## config.mk

```make
export PLATFORM = sky130hd
export DESIGN_NAME = term_uart_tx_sched_flat
export DESIGN_NICKNAME = d
export VERILOG_FILES = /design/src/rtl/term_uart_pkg.sv /design/src/rtl/term_uart_tx_sched_if.sv /design/src/rtl/term_uart_rr_arb.sv /design/src/rtl/term_uart_tx_sched.sv /design/src/flat_wrapper.sv
export SDC_FILE = /design/constraint.sdc
export NUM_CORES = 1
export LEC_CHECK = 0
export ABC_AREA = 0
export ABC_CLOCK_PERIOD_IN_PS = 3200
export CAP_MARGIN = 10
export CELL_PAD_IN_SITES_DETAIL_PLACEMENT = 1
export CELL_PAD_IN_SITES_GLOBAL_PLACEMENT = 1
export CORE_MARGIN = 10
export CORE_UTILIZATION = 40
export DETAILED_ROUTE_END_ITERATION = 6
export PLACE_DENSITY_LB_ADDON = 0.1
export SLEW_MARGIN = 20
export SYNTH_ARGS = -nofsm -noshare
export SYNTH_HDL_FRONTEND = slang
export SYNTH_SLANG_ARGS = --single-unit
```

## constraint.sdc

```tcl
create_clock -name clk -period 3.2 [get_ports clk]
set_input_delay 0.64 -clock clk [delete_from_list [all_inputs] [get_ports clk]]
set_output_delay 0.64 -clock clk [all_outputs]
set_load 0.01 [all_outputs]
```

## src/rtl/term_uart_pkg.sv

```systemverilog
// Shared types and constants for the terminal UART blocks (TX scheduler now, RX later).
package term_uart_pkg;
  typedef enum logic [1:0] {IDLE, START, DATA, STOP} uart_tx_state_e;

  localparam int UART_DATA_BITS      = 8;
  localparam int UART_BIT_IDX_W      = $clog2(UART_DATA_BITS);
  localparam int BAUD_DIV_115200_27M = 234;
endpackage

```

## src/rtl/term_uart_tx_sched_if.sv

```systemverilog
// Byte-stream requester bundle: one valid/data/last lane per requester, one-cycle ready pulse back.
interface term_uart_tx_sched_if #(
  parameter int NREQ = 4
);
  logic [NREQ-1:0]       req_valid;
  logic [NREQ-1:0][7:0]  req_data;
  logic [NREQ-1:0]       req_last;
  logic [NREQ-1:0]       req_ready;

  modport master (output req_valid, req_data, req_last, input  req_ready);
  modport slave  (input  req_valid, req_data, req_last, output req_ready);
endinterface

```

## src/rtl/term_uart_rr_arb.sv

```systemverilog
// Combinational round-robin pick: first set bit of req scanning from ptr+1 upward, wrapping.
module term_uart_rr_arb #(
  parameter  int NREQ = 4,
  localparam int IDW  = $clog2(NREQ)
) (
  input  logic [NREQ-1:0] req,
  input  logic [IDW-1:0]  ptr,
  output logic [IDW-1:0]  win,
  output logic            found
);
  // Scan from lowest to highest priority so the nearest requester after ptr overwrites the rest.
  always_comb begin
    int idx;
    idx   = 0;
    win   = '0;
    found = 1'b0;
    for (int k = NREQ; k >= 1; k--) begin
      idx = int'(ptr) + k;
      if (idx >= NREQ) idx = idx - NREQ;
      if (req[IDW'(idx)]) begin
        win   = IDW'(idx);
        found = 1'b1;
      end
    end
  end
endmodule

```

## src/rtl/term_uart_tx_sched.sv

```systemverilog
// Shares one 8N1 UART TX line among NREQ byte streams: round-robin arbitration,
// per-message lock with stall timeout, and a built-in baud counter.
module term_uart_tx_sched
  import term_uart_pkg::*;
#(
  parameter  int NREQ     = 4,
  parameter  int BAUD_DIV = BAUD_DIV_115200_27M,
  parameter  int LOCK_TO  = 65535,
  localparam int IDW      = $clog2(NREQ)
) (
  input  logic                 clk,
  input  logic                 rst_n,
  term_uart_tx_sched_if.slave  req_if,
  output logic                 uart_tx,
  output logic                 busy,
  output logic                 grant_valid,
  output logic [IDW-1:0]       grant_id
);
  localparam int CW = $clog2(BAUD_DIV);
  localparam int SW = (LOCK_TO < 2) ? 1 : $clog2(LOCK_TO + 1);
  localparam logic [CW-1:0] BAUD_LAST  = CW'(BAUD_DIV - 1);
  // The lock drops on the edge that ends the LOCK_TO-th stalled IDLE cycle,
  // so the counter only has to reach LOCK_TO-1 while that cycle is live.
  localparam logic [SW-1:0] STALL_LAST = SW'(LOCK_TO - 1);
  localparam logic [UART_BIT_IDX_W-1:0] BIT_LAST = UART_BIT_IDX_W'(UART_DATA_BITS - 1);
  localparam bit TO_EN = (LOCK_TO != 0);

  uart_tx_state_e              state_q, state_d;
  logic [CW-1:0]               cnt_q, cnt_d;
  logic [UART_BIT_IDX_W-1:0]   bit_q, bit_d;
  logic [7:0]                  data_q, data_d;
  logic                        last_q, last_d;
  logic [IDW-1:0]              rr_q, rr_d;
  logic                        gv_q, gv_d;
  logic [IDW-1:0]              gid_q, gid_d;
  logic [SW-1:0]               stall_q, stall_d;
  logic                        tx_q, tx_d;
  logic                        busy_q, busy_d;
  logic [NREQ-1:0]             ready_c;

  logic [IDW-1:0]              win, pick;
  logic                        found, take, baud_end;

  term_uart_rr_arb #(.NREQ(NREQ)) u_arb (
    .req   (req_if.req_valid),
    .ptr   (rr_q),
    .win   (win),
    .found (found)
  );

  // While locked only the grantee is eligible; otherwise the round-robin winner.
  assign pick     = gv_q ? gid_q : win;
  assign take     = gv_q ? req_if.req_valid[gid_q] : found;
  assign baud_end = (cnt_q == BAUD_LAST);

  // Next-state, datapath updates and the accept pulse.
  always_comb begin
    state_d = state_q;
    cnt_d   = cnt_q + CW'(1);
    bit_d   = bit_q;
    data_d  = data_q;
    last_d  = last_q;
    rr_d    = rr_q;
    gv_d    = gv_q;
    gid_d   = gid_q;
    stall_d = stall_q;
    ready_c = '0;
    case (state_q)
      IDLE: begin
        cnt_d = '0;
        if (take) begin
          // An accept always beats a timeout landing in the same cycle.
          ready_c[pick] = 1'b1;
          data_d  = req_if.req_data[pick];
          last_d  = req_if.req_last[pick];
          gid_d   = pick;
          gv_d    = 1'b1;
          rr_d    = pick;
          stall_d = '0;
          state_d = START;
        end else if (gv_q && TO_EN) begin
          if (stall_q == STALL_LAST) begin
            gv_d    = 1'b0;
            stall_d = '0;
          end else begin
            stall_d = stall_q + SW'(1);
          end
        end
      end
      START: if (baud_end) begin
        state_d = DATA;
        cnt_d   = '0;
        bit_d   = '0;
      end
      DATA: if (baud_end) begin
        cnt_d = '0;
        if (bit_q == BIT_LAST) state_d = STOP;
        else                   bit_d   = bit_q + 1'b1;
      end
      STOP: if (baud_end) begin
        state_d = IDLE;
        cnt_d   = '0;
        if (last_q) gv_d = 1'b0;
      end
      default: state_d = IDLE;
    endcase

    case (state_d)
      START:   tx_d = 1'b0;
      DATA:    tx_d = data_d[bit_d];
      default: tx_d = 1'b1;
    endcase
    busy_d = (state_d != IDLE);
  end

  // State and datapath registers; reset abandons any frame in flight and idles the line.
  always_ff @(posedge clk or negedge rst_n) begin
    if (!rst_n) begin
      state_q <= IDLE;
      cnt_q   <= '0;
      bit_q   <= '0;
      data_q  <= '0;
      last_q  <= 1'b0;
      rr_q    <= IDW'(NREQ - 1);
      gv_q    <= 1'b0;
      gid_q   <= '0;
      stall_q <= '0;
      tx_q    <= 1'b1;
      busy_q  <= 1'b0;
    end else begin
      state_q <= state_d;
      cnt_q   <= cnt_d;
      bit_q   <= bit_d;
      data_q  <= data_d;
      last_q  <= last_d;
      rr_q    <= rr_d;
      gv_q    <= gv_d;
      gid_q   <= gid_d;
      stall_q <= stall_d;
      tx_q    <= tx_d;
      busy_q  <= busy_d;
    end
  end

  assign req_if.req_ready = ready_c;
  assign uart_tx          = tx_q;
  assign busy             = busy_q;
  assign grant_valid      = gv_q;
  assign grant_id         = gid_q;
endmodule

```

## src/flat_wrapper.sv

```systemverilog
// flat-port wrapper written by rule: the top's interface ports become plain ports
module term_uart_tx_sched_flat import term_uart_pkg::*;
#(
  parameter  int NREQ     = 4,
  parameter  int BAUD_DIV = BAUD_DIV_115200_27M,
  parameter  int LOCK_TO  = 65535,
  localparam int IDW      = $clog2(NREQ)
)
  (clk, rst_n, uart_tx, busy, grant_valid, grant_id, req_if_req_valid, req_if_req_data, req_if_req_last, req_if_req_ready);
  term_uart_tx_sched_if #(.NREQ(NREQ)) req_if_i ();
  input  logic clk;
  input  logic rst_n;
  output logic uart_tx;
  output logic busy;
  output logic grant_valid;
  output logic [IDW-1:0] grant_id;
  input wire logic [$bits(req_if_i.req_valid)-1:0] req_if_req_valid;
  input wire logic [$bits(req_if_i.req_data)-1:0] req_if_req_data;
  input wire logic [$bits(req_if_i.req_last)-1:0] req_if_req_last;
  output wire logic [$bits(req_if_i.req_ready)-1:0] req_if_req_ready;
  assign req_if_i.req_valid = req_if_req_valid;
  assign req_if_i.req_data = req_if_req_data;
  assign req_if_i.req_last = req_if_req_last;
  assign req_if_req_ready = req_if_i.req_ready;
  term_uart_tx_sched #(.NREQ(NREQ), .BAUD_DIV(BAUD_DIV), .LOCK_TO(LOCK_TO)) u_core (.clk(clk), .rst_n(rst_n), .req_if(req_if_i), .uart_tx(uart_tx), .busy(busy), .grant_valid(grant_valid), .grant_id(grant_id));
endmodule
```

* Yosys cells after proc, flatten, opt, wreduce, memory -nomap -nowiden
Index checks and enable logic that the tools add are counted.
Widths: inputs -> output; s select.
** Word-level totals
- Bits in registers :: 45
- Bits of input ports :: 42
- Output and inout port bits :: 9
- Logic and storage cells :: 115
** Cells by class
- Add/subtract/negate cells :: 11
- Order comparisons :: 12
- Equality and inequality tests :: 10
- Muxes and demuxes :: 62
- Reductions and logical operators :: 9
** Operator list (count)
- $mux 16 :: 3
- $mux 8 :: 4
- $mux 2 :: 14
- $mux 1 :: 22
- $add 16x1->16 const B :: 1
- $bmux 8 s2 :: 1
- $eq 16x16->1 const B :: 1
- $lt 2x4->1 const B :: 4
- $pmux 8 s2 :: 1
- $bmux 1 s2 :: 6
- $ge 3x3->1 const B :: 3
- $mux 3 :: 3
- $add 8x1->8 const B :: 1
- $eq 8x8->1 const B :: 1
- $mux 4 :: 2
- $pmux 2 s4 :: 1
- $sub 2x1->2 const B :: 4
- $add 2x2->3 const B :: 2
- $eq 2x2->1 const B :: 3
- $lt 2x3->1 const B :: 2
- $pmux 3 s2 :: 1
- $reduce_bool 2->1 :: 3
- $add 2x3->4 const B :: 1
- $eq 2x1->1 const B :: 2
- other kinds (15) :: 18

* Depth between registers and ports, before layout
- Depth after elaboration :: 18
- Gate-level depth with buffers :: 12
- Depth with buffers taken out :: 12

* Cells and area by module
Synthesis repeated with hierarchy kept, for this count alone.
** Second synthesis, totals
- Cell total of the unflattened synthesis :: 283
- Area total of the unflattened synthesis :: 2741.4 um^2
** Modules (own cells, without submodules)
- term_uart_tx_sched :: instances 1, cells each 269, area an instance 2650.0 um^2, seq. area each 1129.8 um^2
- term_uart_rr_arb :: instances 1, cells each 14, area an instance 91.3 um^2, seq. area each 0.0 um^2

* Worst setup path before layout
Ideal clock, no wire load.
- Path type :: input-to-output
- From :: in req_if_req_valid[3]
- To :: out req_if_req_ready[2]
- Arrival :: 2.052 ns
- Required time :: 2.560 ns
- Slack :: 0.508 ns
- Stages on the path :: 5
- Buffers on the path :: 1
- Cell sequence :: nor3b_1 > a311o_4 > o31ai_4 > buf_6 > nor3b_1
** On the way
- Cells in the longest elaborated chain, start to end :: 14
- Elaborated cells on any way between the ends :: 31
- Classes of those cells :: order compare: 2; mux: 28; reduce/logical: 1
** Ends and longest elaborated chain
- start, declared :: line flat_wrapper.sv:17 : input wire logic [$bits(req_if_i.req_valid)-1:0] req_if_req_valid;
- $bmux 1 s2 :: line term_uart_rr_arb.sv:20 : if (req[IDW'(idx)]) begin
- $mux 1 (implied by the code) (2 in a row) :: line term_uart_rr_arb.sv:20
- $mux 2 (4 in a row) :: line term_uart_rr_arb.sv:20
- $mux 2 :: line term_uart_tx_sched.sv:52 : assign pick = gv_q ? gid_q : win;
- $lt 2x3->1 (implied by the code) or $ge 2x1->1 (tied branches) :: line term_uart_tx_sched.sv:73 : ready_c[pick] = 1'b1;
- $logic_and 1x1->1 (implied by the code) :: line term_uart_tx_sched.sv:73
- $mux 1 (implied by the code) :: line term_uart_tx_sched.sv:73
- $demux 1 s2
- $mux 4 * :: line term_uart_tx_sched.sv:71 : if (take) begin
- $mux 4 * :: line term_uart_tx_sched.sv:68 : case (state_q)
- end, declared :: line flat_wrapper.sv:20 : output wire logic [$bits(req_if_i.req_ready)-1:0] req_if_req_ready;
Every way passes the cells marked *; elsewhere a longest branch is shown, timed or not. The select of a mux whose other input is x is not followed.

* Worst setup path in the final report
- From :: in req_if_req_valid[2]
- To :: out req_if_req_ready[0]
The elaborated chain is that of the path after synthesis.

==> results by stage <==
Power:
- The leakage power of the design is between 0.0015 and 0.002 uW.
- The maximum resistive drop on vdd is between 150 and 200 uV.
- The power density normalized to cell area is 273 nW/um^2.

Critical path:
- The startpoint type of the worst setup path is an input port.
- The category of the worst setup path capture point is an output pin.
- The setup slack of the most critical reg-to-reg path is 0.39 ns.
- In this run the worst setup path begins at req_if_req_valid[2].
- The worst register-to-register path has a depth of 12.
- Along the worst path, the maximum fanout reaches 5.
- The worst register-to-register path ends at u_core.uart_tx$_DFF_PN1_.
- The required arrival time at the worst endpoint is 2.56 ns.
- The worst register-to-register path begins at u_core.rr_q[1]$_DFFE_PN1P_.
- The critical path is of the in -> out type.
- Data arrives at the worst endpoint at 2.41 ns.
- The capturing element of the worst setup path is req_if_req_ready[0].

Layout:
- 0 antenna diodes ended up in the layout.
- The net count reported at finish is 449.
- The fill cell total of the finished layout is 844.
- From synthesis to final layout, the design area changed by 31.7%.
- In the final layout, the share of cells above drive strength 1 is 17.1%.
- The post-layout instance count excluding filler cells is 494.
- The leading cell type in the layout, fill and taps excluded is nor2_1.
- Leaving out fill and tap cells, the most frequent cells in the layout are nor2_1 (47), dfrtp_1 (42), clkdlybuf4s50_1 (41).
- The finished cells cover 3790 um^2.

Timing:
- The worst hold slack after final layout is approximately 0.31 ns.
- The ratio of final minimum period to clock period is 95.5%.
- The clock period minus worst slack is around 3.1 ns.
- For this run, the top clock speed supported by timing is 0.327 GHz.
- The number of pins with negative max-slew slack in the final report is 0.
- Setup repair after global routing left no endpoint under its margin.
- Setup violations remaining at the end of the flow were counted as 0.
- The final clock skew is roughly 0.013 ns.
- The worst slew margin relative to its limit is 47.2%.
- The final hold violation count is 0.
- For the pin with the worst max-slew slack, the measured transition is 0.780 ns.

Clock tree:
- Clock latency on the worst-skew pair, taken at its later pin, is 0.30 ns.
- The cell at the root of the clock tree is clkbuf_8.
- The maximum count of clock buffers along a single path is 2.
- TritonCTS built the clock tree.
- The TritonCTS buffer count is 5.
- The clock net in this run drives a total of 45 sinks.
- The number of H-tree branching levels is 2.
- Clock-pin slew was measured on the worst setup and hold paths at around 0.10 ns.

Route:
- The number of nets still failing antenna checks after routing is 0.
- The mean number of vias per cell is 5.21.
- The residual DRC count is 0.
- The total vias in the final route is 2,575.
- The total detailed-routing wirelength is a little over 8000 um.
- The detail-routed net length per standard cell is between 15 and 20 um.
- The count of TritonRoute iterations in the first routing pass is 4.
- The initial detailed-routing violation count is 64.

Die:
- For this design the top-level I/O count stands at approximately 50.
- The die covers around 11,000 um^2.
- The floorplan step set the die height to 105 um.
- After floorplanning, the core was divided into 30 placement rows.
- The starting density of the core is 41.7%.
- The area of the placeable core is 6910 um^2.
- The die is 105 um wide.

Synthesis:
- The post-synthesis area per instance is 9.12 um^2.
- The net count after synthesis is between 300 and 400.
- The sequential element share of the synthesized area is 39.2%.
- In the synthesized netlist the dominant register cell turns out to be dfrtp_1.
- In this run, synthesis inferred 0 flip-flops with an integrated enable.
- After synthesis, the netlist uses 63 different library cells.
- Synthesis inferred 45 register bits.
- After synthesis the cells add up to between 2000 and 3000 um^2.
- The async set-reset flop share out of synthesis is between 90% and 100%.
- The Yosys step of the flow raised 0 warnings.
- The cell count after synthesis came out at 316.

Global routing:
- The total track usage is 15.2%.
- The first global-routing pass estimated 14,100 um of wire.
- The number of global-route vias before repair is ~2,900.
- The total global routing overflow is 0.
- The number of antenna violations at the first check in global routing came to 0.
- The maximum number of pins on one net before global-route repair is 46.

Place:
- Detailed placement ended at an HPWL of about 6500 um.
- The instance area after placement is 3690 um^2.
- At the end of routability-driven placement, the weighted congestion stood at 0.816.
- Buffers placed on the I/O ports in this run total 50.
- After detailed placement, the design holds a cell count of 485.

Run status:
- The run finished with clean final reports.

Flow run:
- The max-capacitance violation count is 0.

Hold path:
- The min-delay analysis places its worst path in the category in -> async.
-- kinds of logic (layout without fill, tap and decap cells) --
group,after synthesis,after routing,synth area share [%]
and+or+nand+nor,138,138,23.8
AOI/OAI and AO/OA,69,69,19.2
DFF,45,45,39.2
buffers and inverters,26,108,3.78
xor gates and xnor gates,15,15,4.56
muxes,13,13,5.04
adders and majority gates,10,10,4.34
-- report_power, final --
group,leakage [uW],switching (uW),internal [uW],total [uW]
Combinational,0.00116,44.2,68.3,113
Sequential,0.000583,0,568,568
Clock,0.0000439,203,151,354
-- sequential cells by signal, indices dropped and copies added (netlist names) --
name,count
u_core.stall_q,16
u_core.grant_id,2
u_core.last_q,1
u_core.uart_tx,1
u_core.state_q,2
u_core.cnt_q,8
u_core.rr_q,2
u_core.bit_q,3
u_core.busy,1
u_core.data_q,8
u_core.grant_valid,1
-- worst min-delay path by stage --
stage | start | end | slack, ns | cells after the start
final | rst_n | u_core.stall_q[12]$_DFFE_PN0P_ | 0.31 | 1
after global routing | rst_n | u_core.stall_q[12]$_DFFE_PN0P_ | 0.36 | 1
after CTS | u_core.data_q[6]$_DFF_PN0_ | u_core.data_q[6]$_DFF_PN0_ | 0.51 | 1
after detailed placement | u_core.data_q[6]$_DFF_PN0_ | u_core.data_q[6]$_DFF_PN0_ | 0.49 | 1
after global placement | u_core.data_q[0]$_DFF_PN0_ | u_core.data_q[0]$_DFF_PN0_ | 0.47 | 2
after floorplan | rst_n | u_core.bit_q[0]$_DFF_PN0_ | 0.34 | 0
-- critical path: stages --
cell and delay [ns]:
dlygate4sd2_1 0.31, buf_4 0.17, mux4_2 0.44, nand2b_1 0.21, and2_1 0.22, and2_1 0.14, dlygate4sd2_1 0.29
-- cells in the mapped netlist (all sizes together), types with 5 or more instances --
cell     n  area share (%)
mux2i   10             3.5
ha      10             4.3
xor2     6             1.8
nor2    48             6.3
o31ai    6             2.0
nand3   13             2.3
nand2   35             4.6
dfrtp   42              36
inv     17             2.2
xnor2    9             2.7
and2     8             1.7
o21ai   21             3.6
clkbuf   5            0.65
-- what timing repair did --
action | in CTS | in global routing
setup buffers | 1 | 0
endpoints found under the setup margin | 5 | 0
hold buffers | 0 | 0
gates resized for setup | 12 | 0
-- per-layer routing --
metal  GRT usage (%)  vias to the layer above  routed length (um)
met5               0                        -                   0
met4            4.80                        0                 123
met3            2.64                        8                 160
met2            26.7                       22                4260
met1            18.4                     1267                3660
li1                -                     1278                   -
-- area by class of cell --
cell class / count / area [um^2] / share of cell area [%]
Multi-Input combinational cell: 245 / 1660 / 43.6
Sequential cell: 45 / 1130 / 29.8
Timing Repair Buffer: 83 / 739 / 19.5
Tap cell: 96 / 120 / 3.17
Clock buffer: 5 / 68.8 / 1.81
Inverter: 17 / 63.8 / 1.68
Clock inverter: 3 / 17.5 / 0.462
-- stage by stage --
stage / power [uW] / util (%) / worst slack [ns] / setup TNS, ns
final: 1040 / 54.9 / 0.145 / 0
after global routing: 1080 / 54.9 / 0.0428 / 0
after CTS: 1050 / 54.9 / 0.150 / 0
after detailed placement: 693 / 53.5 / -0.380 / -1.76
after global placement: 690 / 53.5 / -0.353 / -1.48
after floorplan: 606 / - / 0.508 / 0
Power figures use the tool's default switching activity.
